$ cat src/rtl/hazard_ctrl_pkg.sv
// hazard_ctrl_pkg
// Shared types for the pipeline hazard controller: register address width,
// forwarding select encodings, FSM state encodings and the scoreboard record
// layout used for the EX/MEM/WB in-flight instruction records.
package hazard_ctrl_pkg;

  localparam int REG_ADDR_WIDTH = 5;

  typedef logic [REG_ADDR_WIDTH-1:0] reg_addr_t;

  typedef enum logic [1:0] {
    FWD_RF    = 2'b00,
    FWD_EXMEM = 2'b01,
    FWD_MEMWB = 2'b10
  } fwd_sel_t;

  typedef enum logic {
    ST_RUN   = 1'b0,
    ST_FLUSH = 1'b1
  } state_t;

  typedef struct packed {
    logic      valid;
    reg_addr_t rd;
    reg_addr_t rs1;
    reg_addr_t rs2;
    logic      regwrite;
    logic      memread;
    logic      memwrite;
  } sb_rec_t;

endpackage

$ cat src/rtl/hazard_ctrl_fwd_unit.sv
// hazard_fwd_unit
// Combinational forwarding compare for one EX operand.
// Ports:
//   ex_valid_i        EX record holds a real instruction
//   ex_rs_i           source register of this operand in EX
//   mem_valid_i/mem_regwrite_i/mem_memread_i/mem_rd_i  MEM producer fields
//   wb_valid_i/wb_regwrite_i/wb_rd_i                   WB producer fields
//   fwd_sel_o         FWD_RF / FWD_EXMEM / FWD_MEMWB
module hazard_fwd_unit
  import hazard_ctrl_pkg::*;
(
  input  logic      ex_valid_i,
  input  reg_addr_t ex_rs_i,
  input  logic      mem_valid_i,
  input  logic      mem_regwrite_i,
  input  logic      mem_memread_i,
  input  reg_addr_t mem_rd_i,
  input  logic      wb_valid_i,
  input  logic      wb_regwrite_i,
  input  reg_addr_t wb_rd_i,
  output fwd_sel_t  fwd_sel_o
);

  logic mem_hit;
  logic wb_hit;

  // A load in MEM has no data yet on the EX/MEM bus; load-use stalls cover it.
  assign mem_hit = mem_valid_i & mem_regwrite_i & ~mem_memread_i &
                   (mem_rd_i != '0) & (mem_rd_i == ex_rs_i);
  assign wb_hit  = wb_valid_i & wb_regwrite_i &
                   (wb_rd_i != '0) & (wb_rd_i == ex_rs_i);

  always_comb begin
    fwd_sel_o = FWD_RF;
    if (ex_valid_i) begin
      // Newest producer first.
      if (mem_hit) begin
        fwd_sel_o = FWD_EXMEM;
      end else if (wb_hit) begin
        fwd_sel_o = FWD_MEMWB;
      end
    end
  end

endmodule

$ cat src/rtl/hazard_ctrl.sv
// hazard_ctrl
// Pipeline sequencing controller for the 5-stage core. Tracks EX/MEM/WB
// in-flight records and produces stall / bubble / flush / freeze controls and
// EX operand forwarding selects.
// Ports:
//   clk, rst_n                     clock, async active-low reset
//   id_valid, id_rs1_addr, id_rs2_addr, id_rd_addr,
//   id_regwrite, id_memread, id_memwrite   decoded ID instruction
//   ex_branch_taken                EX resolved a taken branch/jump
//   mem_ready                      data memory finished the MEM access
//   stall_if, stall_id             hold PC+IF/ID, hold ID
//   bubble_ex                      load NOP into ID/EX
//   flush_id                       clear IF/ID
//   freeze                         hold every pipeline register
//   fwd_a, fwd_b                   EX operand selects (00 RF, 01 EX/MEM, 10 MEM/WB)
//
// state    | meaning
// ST_RUN   | normal issue; load-use stalls allowed
// ST_FLUSH | remaining post-branch cycles with flush_id held high
module hazard_ctrl
  import hazard_ctrl_pkg::*;
#(
  parameter int FLUSH_CYCLES = 2
) (
  input  logic                      clk,
  input  logic                      rst_n,
  input  logic                      id_valid,
  input  logic [REG_ADDR_WIDTH-1:0] id_rs1_addr,
  input  logic [REG_ADDR_WIDTH-1:0] id_rs2_addr,
  input  logic [REG_ADDR_WIDTH-1:0] id_rd_addr,
  input  logic                      id_regwrite,
  input  logic                      id_memread,
  input  logic                      id_memwrite,
  input  logic                      ex_branch_taken,
  input  logic                      mem_ready,
  output logic                      stall_if,
  output logic                      stall_id,
  output logic                      bubble_ex,
  output logic                      flush_id,
  output logic                      freeze,
  output logic [1:0]                fwd_a,
  output logic [1:0]                fwd_b
);

  localparam logic [1:0] CNT_RELOAD = 2'(FLUSH_CYCLES - 1);

  state_t     state_q, state_d;
  logic [1:0] cnt_q, cnt_d;
  sb_rec_t    ex_q, ex_d;
  sb_rec_t    mem_q, mem_d;
  sb_rec_t    wb_q, wb_d;

  logic    taken;
  logic    luh;
  logic    luh_stall;
  sb_rec_t id_rec;

  always_comb begin
    id_rec.valid    = id_valid;
    id_rec.rd       = id_rd_addr;
    id_rec.rs1      = id_rs1_addr;
    id_rec.rs2      = id_rs2_addr;
    id_rec.regwrite = id_regwrite;
    id_rec.memread  = id_memread;
    id_rec.memwrite = id_memwrite;
  end

  always_comb begin
    freeze    = mem_q.valid & (mem_q.memread | mem_q.memwrite) & ~mem_ready;
    // A branch seen during freeze waits: EX holds it asserted until then.
    taken     = ex_branch_taken & ~freeze;
    flush_id  = taken | (state_q == ST_FLUSH);
    luh       = id_valid & ex_q.valid & ex_q.memread & (ex_q.rd != '0) &
                ((ex_q.rd == id_rs1_addr) | (ex_q.rd == id_rs2_addr));
    // The ID instruction is being flushed anyway, so no load-use stall then.
    luh_stall = luh & ~freeze & ~flush_id;
    stall_if  = freeze | luh_stall;
    stall_id  = freeze | luh_stall;
    bubble_ex = ~freeze & (taken | luh_stall);
  end

  always_comb begin
    state_d = state_q;
    cnt_d   = cnt_q;
    if (!freeze) begin
      if (taken) begin
        // The taken cycle already counts as one flush cycle.
        if (FLUSH_CYCLES > 1) begin
          state_d = ST_FLUSH;
          cnt_d   = CNT_RELOAD;
        end else begin
          state_d = ST_RUN;
          cnt_d   = 2'd0;
        end
      end else if (state_q == ST_FLUSH) begin
        if (cnt_q <= 2'd1) begin
          state_d = ST_RUN;
          cnt_d   = 2'd0;
        end else begin
          cnt_d = cnt_q - 2'd1;
        end
      end
    end
  end

  always_comb begin
    ex_d  = ex_q;
    mem_d = mem_q;
    wb_d  = wb_q;
    if (!freeze) begin
      ex_d  = (flush_id | bubble_ex) ? '0 : id_rec;
      mem_d = ex_q;
      wb_d  = mem_q;
    end
  end

  always_ff @(posedge clk or negedge rst_n) begin
    if (!rst_n) begin
      state_q <= ST_RUN;
      cnt_q   <= 2'd0;
      ex_q    <= '0;
      mem_q   <= '0;
      wb_q    <= '0;
    end else begin
      state_q <= state_d;
      cnt_q   <= cnt_d;
      ex_q    <= ex_d;
      mem_q   <= mem_d;
      wb_q    <= wb_d;
    end
  end

  fwd_sel_t fwd_a_sel;
  fwd_sel_t fwd_b_sel;

  hazard_fwd_unit u_fwd_a (
    .ex_valid_i     (ex_q.valid),
    .ex_rs_i        (ex_q.rs1),
    .mem_valid_i    (mem_q.valid),
    .mem_regwrite_i (mem_q.regwrite),
    .mem_memread_i  (mem_q.memread),
    .mem_rd_i       (mem_q.rd),
    .wb_valid_i     (wb_q.valid),
    .wb_regwrite_i  (wb_q.regwrite),
    .wb_rd_i        (wb_q.rd),
    .fwd_sel_o      (fwd_a_sel)
  );

  hazard_fwd_unit u_fwd_b (
    .ex_valid_i     (ex_q.valid),
    .ex_rs_i        (ex_q.rs2),
    .mem_valid_i    (mem_q.valid),
    .mem_regwrite_i (mem_q.regwrite),
    .mem_memread_i  (mem_q.memread),
    .mem_rd_i       (mem_q.rd),
    .wb_valid_i     (wb_q.valid),
    .wb_regwrite_i  (wb_q.regwrite),
    .wb_rd_i        (wb_q.rd),
    .fwd_sel_o      (fwd_b_sel)
  );

  assign fwd_a = fwd_a_sel;
  assign fwd_b = fwd_b_sel;

endmodule
$ cat config.mk
export PLATFORM = sky130hd
export DESIGN_NAME = hazard_ctrl
export DESIGN_NICKNAME = d
export VERILOG_FILES = /design/src/rtl/hazard_ctrl_pkg.sv /design/src/rtl/hazard_ctrl_fwd_unit.sv /design/src/rtl/hazard_ctrl.sv
export SDC_FILE = /design/constraint.sdc
export NUM_CORES = 1
export LEC_CHECK = 0
export BUFFER_PORTS_ARGS = -buffer_cell sky130_fd_sc_hd__buf_2
export CAP_MARGIN = 40
export CORE_ASPECT_RATIO = 0.7
export CORE_MARGIN = 2
export CORE_UTILIZATION = 46
export CTS_CLUSTER_DIAMETER = 120
export DETAILED_ROUTE_END_ITERATION = 10
export PLACE_DENSITY = 0.68
export SLEW_MARGIN = 40
export SYNTH_ARGS = -nofsm -noshare
export SYNTH_HDL_FRONTEND = slang
export SYNTH_SLANG_ARGS = --single-unit
$ cat constraint.sdc
create_clock -name clk -period 5.6 [get_ports clk]
set_input_delay 0.84 -clock clk [delete_from_list [all_inputs] [get_ports clk]]
set_output_delay 0.84 -clock clk [all_outputs]
set_load 0.005 [all_outputs]
Word level (Yosys, flattened, before mapping). Cells that the tools add are included.

Reduce and logical (&&, ||, !) cells: 5. $lt $le $gt $ge: 1. Add/subtract/negate cells: 1. Bitwise gates (word level): 29. Equal/unequal tests: 6. Mux-type cells: 13.

Operators by type and width (count): $eq A5 B5 Y1 (6); $and A1 B1 Y1 (19); $mux W19 (1); $mux W2 (9); $reduce_bool A5 Y1 (3); $or A1 B1 Y1 (6); $not A1 Y1 (4); $mux W1 (3); $le A2 B1 Y1 const B (1); $reduce_and A2 Y1 (1); $reduce_bool A2 Y1 (1); $sub A2 B1 Y2 const B (1).

Register bits after elaboration: 38. Word-level logic and storage cells: 72. Output and inout port bits: 9. Input bits: 23.

Logic depth before layout (Yosys ltp). Gate-level depths: netlist (run 1).

Depth after elaboration: 12. Depth in mapped cells: 6.

By module. A second synthesis (run 1) with hierarchy kept.

Cells, all modules: 281. Area total of the unflattened synthesis: 2432.3 um^2.

By module, submodules not included: hazard_ctrl (area each 2099.5 um^2, instances 1, seq. area each 950.9 um^2, cells each 235); hazard_fwd_unit (area each 166.4 um^2, instances 2, seq. area each 0.0 um^2, cells each 23).

Worst setup path before layout (run 1). Ideal clock, no wire load.

Kind: input -> output. From: in id_rs1_addr[4]. To: out bubble_ex. Stages on the path: 5. Buffers on the path: 1. Arrival time: 1.736 ns. Slack: 3.024 ns. Cell sequence: xnor2_1 nand3_1 o22ai_1 clkdlybuf4s15_1 a22o_1.

Longest elaborated chain between the ends: 7.

RTL lines: start: declaration (RTL line hazard_ctrl.sv:28) `input logic [REG_ADDR_WIDTH-1:0] id_rs1_addr,`; $eq A5 B5 Y1 (RTL line hazard_ctrl.sv:74) `((ex_q.rd == id_rs1_addr) | (ex_q.rd == id_rs2_addr));`; $or A1 B1 Y1 (RTL line hazard_ctrl.sv:74); $and A1 B1 Y1 (RTL line hazard_ctrl.sv:73) `luh = id_valid & ex_q.valid & ex_q.memread & (ex_q.rd != '0) &`; $and A1 B1 Y1 (2 in a row) (RTL line hazard_ctrl.sv:76) `luh_stall = luh & ~freeze & ~flush_id;`; $or A1 B1 Y1 (RTL line hazard_ctrl.sv:79) `bubble_ex = ~freeze & (taken | luh_stall);`; $and A1 B1 Y1 (RTL line hazard_ctrl.sv:79); end: declaration (RTL line hazard_ctrl.sv:38) `output logic bubble_ex,`.

Every way passes these cells.

Worst setup path after layout (run 1).
From: in mem_ready. To: out bubble_ex.

Longest elaborated chain between the ends: 9.

RTL lines: start: declaration (RTL line hazard_ctrl.sv:35) `input logic mem_ready,`; $not A1 Y1 (*) (RTL line hazard_ctrl.sv:69) `freeze = mem_q.valid & (mem_q.memread | mem_q.memwrite) & ~mem_ready;`; $and A1 B1 Y1 (*) (RTL line hazard_ctrl.sv:69); $not A1 Y1 (no line) (*); $and A1 B1 Y1 (RTL line hazard_ctrl.sv:71) `taken = ex_branch_taken & ~freeze;`; $or A1 B1 Y1 (RTL line hazard_ctrl.sv:72) `flush_id = taken | (state_q == ST_FLUSH);`; $not A1 Y1 (RTL line hazard_ctrl.sv:76); $and A1 B1 Y1 (RTL line hazard_ctrl.sv:76); $or A1 B1 Y1 (RTL line hazard_ctrl.sv:79); $and A1 B1 Y1 (*) (RTL line hazard_ctrl.sv:79).

Mark *: on every way between the ends. The rest lies on a longest branch, timed or not.

==> metrics.cfg, run 1 <==
[critical_path]
crit_slowest_cell = o21ba_2
crit_type = in -> out
required_ns = 4.76
cp_cell_sequence = buf_2 > o21ba_2 > nand2_1 > inv_1 > nor2_2 > a22o_1 > buf_2
endpoint_kind = primary output
crit_path_start_kind = input port
path_max_fanout = 39
arrival_ns = 2.97
crit_buf_inv = 3
max_stage_delay_ns = 0.66
cpMostUsedCell = buf_2
cp_top_family = compound AO/OA/AOI/OAI gates

[clock_tree]
cts_tree = yes
cts_buffers = 5
cts_resized = 0
cts_hold_repair.buffers = 0
clock_path_buffers = 2
clk_latency_ns = 0.29
htreeDepth = 2
cts-root-buf = clkbuf_8
post-cts-setup-buffers = 0
cts_sinks = 38
clk_pin_slew_ns = 0.07

[floorplanning]
die_h_um = 64.7
ios = 32
core_um2 = 5150
die_w_um = 90.6
fp-row-count = 22
die_area_um2 = 5860
initial_utilization = 0.470

[grt]
grt_antenna_before_repair = 0
grt_pass1_wl_um = 9780
gr-total-overflow = 0
grt_max_degree = 42
first_global_vias = 1851
grt.total_usage = 0.212

[finish]
fin_nets = 291
syn2layout_area_growth_pct = 9.73
drive_gt1_frac = 0.238
final_common_cell = dfrtp_1
layout_common_cells = 37 x dfrtp_1, 30 x buf_2, 24 x nand3_1
antennaDiodeCount = 0

[routing]
avgRoutedWirePerCell_um = 17.3
via_per_inst = 5.84
routed_wl_um = 5910
drc = 0
drt_iter0_markers = 147
antenna_left = 0
vias = 1993
drtPass1Iterations = 4

[job]
maxCapViolations = 0

[power_and_ir_drop]
pwr_density_cell_nw_per_um2 = 324
ir_worst_vdd_mv = 0.112
p_total_uw = 859
p_leak_nw = 1.20

[sta]
fin_crit_ns = 3.81
worst_pin_slew_ns = 0.668
maxSlewViolCount = 0
rsz0062_at_grt = false
fin_ws_ns = 1.79
tns_ns = 0
fin_crit_sh = 0.680
setup_violations = 0
skew_ns = 0.00176
slew_headroom = 0.555
max_freq_ghz = 0.262
finalHoldViolCount = 0

[synthesis]
ys_ff_latch = 38
syn_nets = 273
avgSynthCellArea_um2 = 9.67
ys_seq_area_frac = 0.393
synthCells = 250
synth_area_um2 = 2420
yosysUniqueCellTypes = 41
ys_warn_count = 0

[status]
status = complete, no violations

[placement]
dp_hpwl_um = 3960
io_buffers = 31
place_worst_setup_slack_ns = 1.78
place_congestion = 0.786

[min_path]
min_path_type = in -> async

through the flow:
stage	util	instances	instance area [µm²]	hold WS, ns
3_3_place_gp	0.497	333	2560	0.485
5_1_grt	0.515	341	2650	0.518
6_report	0.515	341	2650	0.503
2_1_floorplan	-	250	2420	0.438
3_5_place_dp	0.499	333	2570	0.495
4_1_cts	0.515	341	2650	0.509
cells in the mapped netlist:
master / count / share of area
dfrtp_1: 38 / 0.39
nand3_1: 24 / 0.050
o21ai_0: 23 / 0.048
a21boi_0: 19 / 0.059
a41oi_1: 19 / 0.069
and3_1: 18 / 0.047
xnor2_1: 18 / 0.065
clkbuf_1: 15 / 0.023
mux2_2: 12 / 0.056
xor2_1: 12 / 0.043
nand2_1: 9 / 0.014
inv_1: 4 / 0.0062
nor2_1: 4 / 0.0062
buf_6: 3 / 0.014
or4_1: 3 / 0.0093
and2_1: 2 / 0.0052
nor3_1: 2 / 0.0041
nor4_1: 2 / 0.0052
a21oi_1: 1 / 0.0021
a22o_1: 1 / 0.0036
a41o_1: 1 / 0.0041
and3_2: 1 / 0.0031
and4bb_2: 1 / 0.0052
buf_2: 1 / 0.0021
buf_4: 1 / 0.0031
clkbuf_2: 1 / 0.0021
clkbuf_8: 1 / 0.0057
clkdlybuf4s15_1: 1 / 0.0041
nand2b_1: 1 / 0.0026
nor2_2: 1 / 0.0026
nor4_2: 1 / 0.0052
o2111ai_1: 1 / 0.0036
o2111ai_2: 1 / 0.0062
o211ai_2: 1 / 0.0052
o21a_1: 1 / 0.0031
o21ai_1: 1 / 0.0021
o21ba_2: 1 / 0.0041
o21bai_1: 1 / 0.0031
o22ai_1: 1 / 0.0026
or2_2: 1 / 0.0026
or4_4: 1 / 0.0047
cell families (layout without fill, tap and decap cells):
kind of cell              after synthesis  after routing  synth area share
AOI/OAI and AO/OA                      72             72             0.215
muxes                                  12             12            0.0559
and+or+nand+nor                        71             71             0.166
xor gates and xnor gates               30             30             0.109
buffers and inverters                  27             46            0.0606
DFF                                    38             38             0.393
registers in the layout (all words and copies together) (netlist names):
signal and cells:
cnt_q 2, ex_q 19, mem_q 9, state_q 1, wb_q 7
where the power goes:
part           internal [mW]  switching (mW)
Sequential             0.332          0.0973
Clock                 0.0863          0.0976
Combinational          0.121           0.126
Total                  0.539           0.321
path summary, 6_finish.rpt:
check | startpoint | end | slack (ns) | cells after the start
max | mem_ready | bubble_ex | 1.79 | 7
min | rst_n | ex_q[3] | 0.50 | 1
max reg2reg | mem_q[0] | wb_q[15] | 3.17 | 4
min reg2reg | ex_q[2] | mem_q[2] | 0.51 | 1
max in group asynchronous | rst_n | mem_q[18] | 4.72 | 1
min in group clk | ex_q[2] | mem_q[2] | 0.51 | 1
routing by layer:
metal	global-route usage	routed length [µm]	vias up
li1	-	-	958
met1	0.329	3030	959
met2	0.299	2450	74
met3	0.0523	416	2
met4	0.0365	8	0
met5	0	0	-
area by class of cell:
| class | instances | area (µm²) |
|---|---|---|
| inverter | 4 | 15.0 |
| clock buffer | 6 | 72.6 |
| timing repair buffer | 34 | 180 |
| clock inverter | 2 | 10.0 |
| sequential | 38 | 952 |
| multi-input combinational | 185 | 1330 |
| fill | 513 | 2490 |
| tap | 72 | 90.1 |
Note: power is estimated with default switching activity, not from simulation.
==> run 2, diff against run 1 <==
Settings changed: PLACE_DENSITY 0.68 to 0.7.
Clock period 5.6 ns to 3.38 ns, I/O delays scaled along.
==> metrics.cfg, run 2 (synthesis gave the netlist of run 1 again) <==
[routing]
via_per_inst = 5.90  ; +1.0%
avgRoutedWirePerCell_um = 17.8  ; +2.7%
drt_iter0_markers = 193  ; +31%
drtPass1Iterations = 4  ; unchanged
antenna_left = 0  ; unchanged
drc = 0  ; unchanged
routed_wl_um = 6120  ; +3.6%
vias = 2031  ; +1.9%

[finish]
syn2layout_area_growth_pct = 11.3
drive_gt1_frac = 0.246  ; +0.00841
fin_nets = 294  ; +1.0%
largest_register = ex_q
final_common_cell = dfrtp_1
antennaDiodeCount = 0  ; unchanged
layout_common_cells = 38 x dfrtp_1, 30 x buf_2, 24 x nand3_1
largest_reg_flops = 19  ; unchanged
largestRegisters = ex_q: 19 flops, mem_q: 9 flops, wb_q: 7 flops
nFillCells = 513  ; unchanged
final_util = 0.523  ; +0.00753

[floorplanning]
die_w_um = 90.6  ; unchanged
ios = 32  ; unchanged
die_area_um2 = 5860  ; unchanged
core_um2 = 5150  ; unchanged
initial_utilization = 0.470  ; unchanged
fp-row-count = 22  ; unchanged
die_h_um = 64.7  ; unchanged

[placement]
place_congestion = 0.845  ; +7.5%
io_buffers = 31  ; unchanged
dp_hpwl_um = 4090  ; +3.2%

[grt]
grt_antenna_before_repair = 0  ; unchanged
grt_pass1_wl_um = 10300  ; +5.0%
grt.total_usage = 0.227  ; +0.0151
gr-total-overflow = 0  ; unchanged
use_met3 = 0.0407  ; -0.0116
gr-max-usage-layer = met1
grt_max_degree = 41  ; -2.4%
first_global_vias = 1919  ; +3.7%
gr-usage-met2 = 0.318  ; +0.0196
use_met1 = 0.352  ; +0.0227

[critical_path]
reg2reg_from = ex_q[17]
arrival_ns = 2.19  ; -0.78 ns
path_max_fanout = 13  ; -67%
crit_type = reg -> out
crit_path_start_kind = register
required_ns = 2.87  ; -1.89 ns
cp-startpoint = ex_q[17]
endpoint_kind = primary output

[sta]
tns_ns = 0  ; unchanged
setup_violations = 0  ; unchanged
skew_ns = 0.00674  ; +0.00498 ns
rsz0062_at_grt = false
worst_pin_slew_ns = 0.693  ; +0.0248 ns
maxSlewViolCount = 0  ; unchanged
fin_crit_ns = 2.70
fin_crit_sh = 0.799
max_freq_ghz = 0.370
finalHoldViolCount = 0  ; unchanged
slew_headroom = 0.538  ; -0.0165

[min_path]
min_path_type = in -> async

[clock_tree]
cts_hold_repair.buffers = 0  ; unchanged
htreeDepth = 2  ; unchanged
cts_sinks = 38  ; unchanged
cts_tree = yes
clock_path_buffers = 2  ; unchanged
cts_buffers = 5  ; unchanged
post-cts-setup-buffers = 0  ; unchanged
cts_resized = 0  ; unchanged
clk_latency_ns = 0.30  ; about the same
cts-root-buf = clkbuf_8
clk_pin_slew_ns = 0.08  ; about the same

[power_and_ir_drop]
pwr_density_cell_nw_per_um2 = 569  ; +76%
p_leak_nw = 1.23  ; +2.5%
p_total_mw = 1.53  ; +78%
ir_worst_vdd_mv = 0.262  ; +130%

[job]
maxCapViolations = 0  ; unchanged

[status]
status = complete, no violations

run 2: cell types whose count changed in the layout (fill, tap and decap cells not counted):
| cell | delta |
|---|---|
| clkbuf_1 | -1 |
| o211ai_4 | -1 |
| o211ai_2 | +1 |
| buf_4 | +3 |
| dfrtp_2 | -1 |
| dfrtp_1 | +1 |
| bufinv_16 | +1 |
run 2: power breakdown:
group	switching (mW)	internal [mW]	total (mW)	leakage [nW]
registers	0.135	0.549	0.684	0.488
logic	0.248	0.207	0.455	0.685
clock network	0.174	0.217	0.392	0.0579
run 2: routing by layer:
| metal | routed length (µm) | up-vias |
|---|---|---|
| met5 | 0 | - |
| met4 | 68 | 0 |
| met3 | 353 | 8 |
| met2 | 2540 | 64 |
| met1 | 3160 | 989 |
| li1 | - | 970 |
run 2: final timing paths:
| check | to | slack (ns) | cells after the start |
|---|---|---|---|
| setup / recovery | bubble_ex | 0.68 | 6 |
| hold / removal | ex_q[4] | 0.16 | 1 |
| setup reg to reg | ex_q[4] | 1.49 | 5 |
| hold reg to reg | mem_q[0] | 0.51 | 2 |
| max in group asynchronous | ex_q[8] | 2.86 | 1 |
| min in group clk | mem_q[0] | 0.51 | 2 |
run 2: through the flow:
| stage | setup WS [ns] | cells | cell area (µm²) | hold slack [ns] |
|---|---|---|---|---|
| floorplan | 1.26 | 250 | 2420 | 0.211 |
| global placement | 0.880 | 336 | 2580 | 0.484 |
| detailed placement | 0.841 | 336 | 2580 | 0.499 |
| CTS | 0.670 | 344 | 2690 | 0.190 |
| global route | 0.539 | 344 | 2690 | 0.197 |
| finish | 0.680 | 344 | 2690 | 0.160 |
run 2: area by class of cell:
type | count | area, µm² | share of cell area
Tap cell | 72 | 90.1 | 0.0335
Sequential cell | 38 | 951 | 0.353
Clock inverter | 3 | 40.0 | 0.0149
Timing Repair Buffer | 37 | 203 | 0.0753
Clock buffer | 5 | 68.8 | 0.0256
Inverter | 4 | 15.0 | 0.00558
Multi-Input combinational cell | 185 | 1320 | 0.492
run 2: worst max-delay path: stages, from the launching register on:
cell and delay, ns:
dfrtp_1 0.46, xnor2_1 0.20, nand3_1 0.10, o22ai_1 0.57
buf_4 0.31, a22o_1 0.14, buf_2 0.10
==> run 3, diff against run 2 <==
Settings changed: PLACE_DENSITY 0.7 to 0.68.
Clock period 3.38 ns to 2.73 ns, I/O delays scaled along.
==> metrics.cfg, run 3 (synthesis gave the netlist of run 1 again) <==
[sta]
skew_ns = 0.00641  ; -0.000333 ns
worst_pin_slew_ns = 0.698  ; +0.00489 ns
fin_crit_ns = 2.47
holdWs_ns = 0.0595  ; -0.100 ns
finalHoldViolCount = 0  ; unchanged
setup_violations = 0  ; unchanged
fin_crit_sh = 0.906
rsz0062_at_grt = false
tns_ns = 0  ; unchanged
slew_headroom = 0.534  ; -0.00377
max_freq_ghz = 0.404
maxSlewViolCount = 0  ; unchanged

[clock_tree]
clk_latency_ns = 0.30  ; about the same
cts_hold_repair.buffers = 0  ; unchanged
cts_tree = yes
cts-root-buf = clkbuf_8
clk_pin_slew_ns = 0.07  ; about the same
htreeDepth = 2  ; unchanged
clock_path_buffers = 2  ; unchanged
post-cts-setup-buffers = 0  ; unchanged
cts_sinks = 38  ; unchanged
cts_resized = 0  ; unchanged
cts_buffers = 5  ; unchanged

[routing]
avgRoutedWirePerCell_um = 17.5  ; -1.7%
drc = 0  ; unchanged
via_per_inst = 5.95  ; +0.80%
drt_iter0_markers = 243  ; +26%
vias = 2077  ; +2.3%
antenna_left = 0  ; unchanged
routed_wl_um = 6100  ; -0.29%
drtPass1Iterations = 5  ; +1

[grt]
first_global_vias = 1996  ; +4.0%
grt_antenna_before_repair = 0  ; unchanged
grt_max_degree = 39  ; -4.9%
gr-total-overflow = 0  ; unchanged
grt_pass1_wl_um = 10200  ; -0.60%
grt.total_usage = 0.223  ; -0.00386

[finish]
layout_common_cells = 38 x dfrtp_1, 30 x buf_2, 24 x nand3_1
antennaDiodeCount = 0  ; unchanged
drive_gt1_frac = 0.260  ; +0.0136
fin_nets = 299  ; +1.7%
largest_reg_flops = 19  ; unchanged
syn2layout_area_growth_pct = 14.1
final_common_cell = dfrtp_1
largestRegisters = ex_q: 19 flops, mem_q: 9 flops, wb_q: 7 flops
largest_register = ex_q

[critical_path]
arrival_ns = 2.06  ; -0.13 ns
path_max_fanout = 5  ; -8
crit_type = reg -> out
required_ns = 2.32  ; -0.55 ns
crit_path_start_kind = register
endpoint_kind = primary output

[floorplanning]
die_w_um = 90.6  ; unchanged
fp-row-count = 22  ; unchanged
die_h_um = 64.7  ; unchanged
core_um2 = 5150  ; unchanged
die_area_um2 = 5860  ; unchanged
initial_utilization = 0.470  ; unchanged
ios = 32  ; unchanged

[job]
maxCapViolations = 0  ; unchanged

[placement]
place_congestion = 0.837  ; -0.90%
io_buffers = 31  ; unchanged
dp_hpwl_um = 4330  ; +5.9%

[power_and_ir_drop]
pwr_density_cell_nw_per_um2 = 725  ; +28%
p_leak_nw = 1.27  ; +2.9%
ir_worst_vdd_mv = 0.372  ; +42%

[min_path]
min_path_type = in -> async

[status]
status = complete, no violations

## run 3: cell count changes in the layout (fill, tap and decap cells not counted), sizes merged
cell    change
buf         +5
clkinv      -1
bufinv      +1
## run 3: where the power goes
part           switching (mW)  internal, mW
Sequential              0.159         0.680
Combinational           0.311         0.268
Clock                   0.216         0.366
Total                   0.686          1.31
## run 3: layout make-up
class | count | area [µm²]
clock inverter | 3 | 68.8
fill | 487 | 2390
inverter | 4 | 15.0
multi-input combinational | 185 | 1320
timing repair buffer | 42 | 240
clock buffer | 5 | 68.8
sequential | 38 | 951
tap | 72 | 90.1
## run 3: critical path, cell delays in order (launching register included)
cell and delay (ns):
dfrtp_1 0.44, or4_1 0.55, o2111ai_2 0.21, nor4_1 0.11
nor4_2 0.30, buf_2 0.16
## run 3: stage by stage
stage / area, µm² / worst slack, ns / util / power (mW) / std cells
CTS: 2760 / 0.249 / 0.536 / 2.01 / 349
global route: 2760 / 0.115 / 0.536 / 2.11 / 349
finish: 2760 / 0.256 / 0.536 / 2.00 / 349
detailed placement: 2620 / 0.587 / 0.509 / 1.43 / 341
global placement: 2620 / 0.679 / 0.509 / 1.41 / 341
floorplan: 2420 / 0.712 / - / 1.24 / 250
## run 3: per-layer routing
layer	global-route usage	vias to the layer above	wire, µm	part of all wire
met3	0.0419	10	418	0.069
met1	0.342	1006	3060	0.50
met4	0.0808	0	93	0.015
met5	0	-	0	0
li1	-	975	-	-
met2	0.310	86	2520	0.41
## run 3: worst paths after layout
| path | startpoint | endpoint | slack [ns] | cells after the start |
|---|---|---|---|---|
| min in group clk | ex_branch_taken | cnt_q[0] | 0.48 | 3 |
| hold / removal | rst_n | wb_q[15] | 0.06 | 1 |
| setup / recovery | mem_q[16] | fwd_a[1] | 0.26 | 5 |
| max in group asynchronous | rst_n | mem_q[16] | 2.31 | 1 |
| setup reg to reg | ex_q[14] | ex_q[3] | 0.91 | 5 |
| hold reg to reg | mem_q[0] | mem_q[0] | 0.51 | 2 |
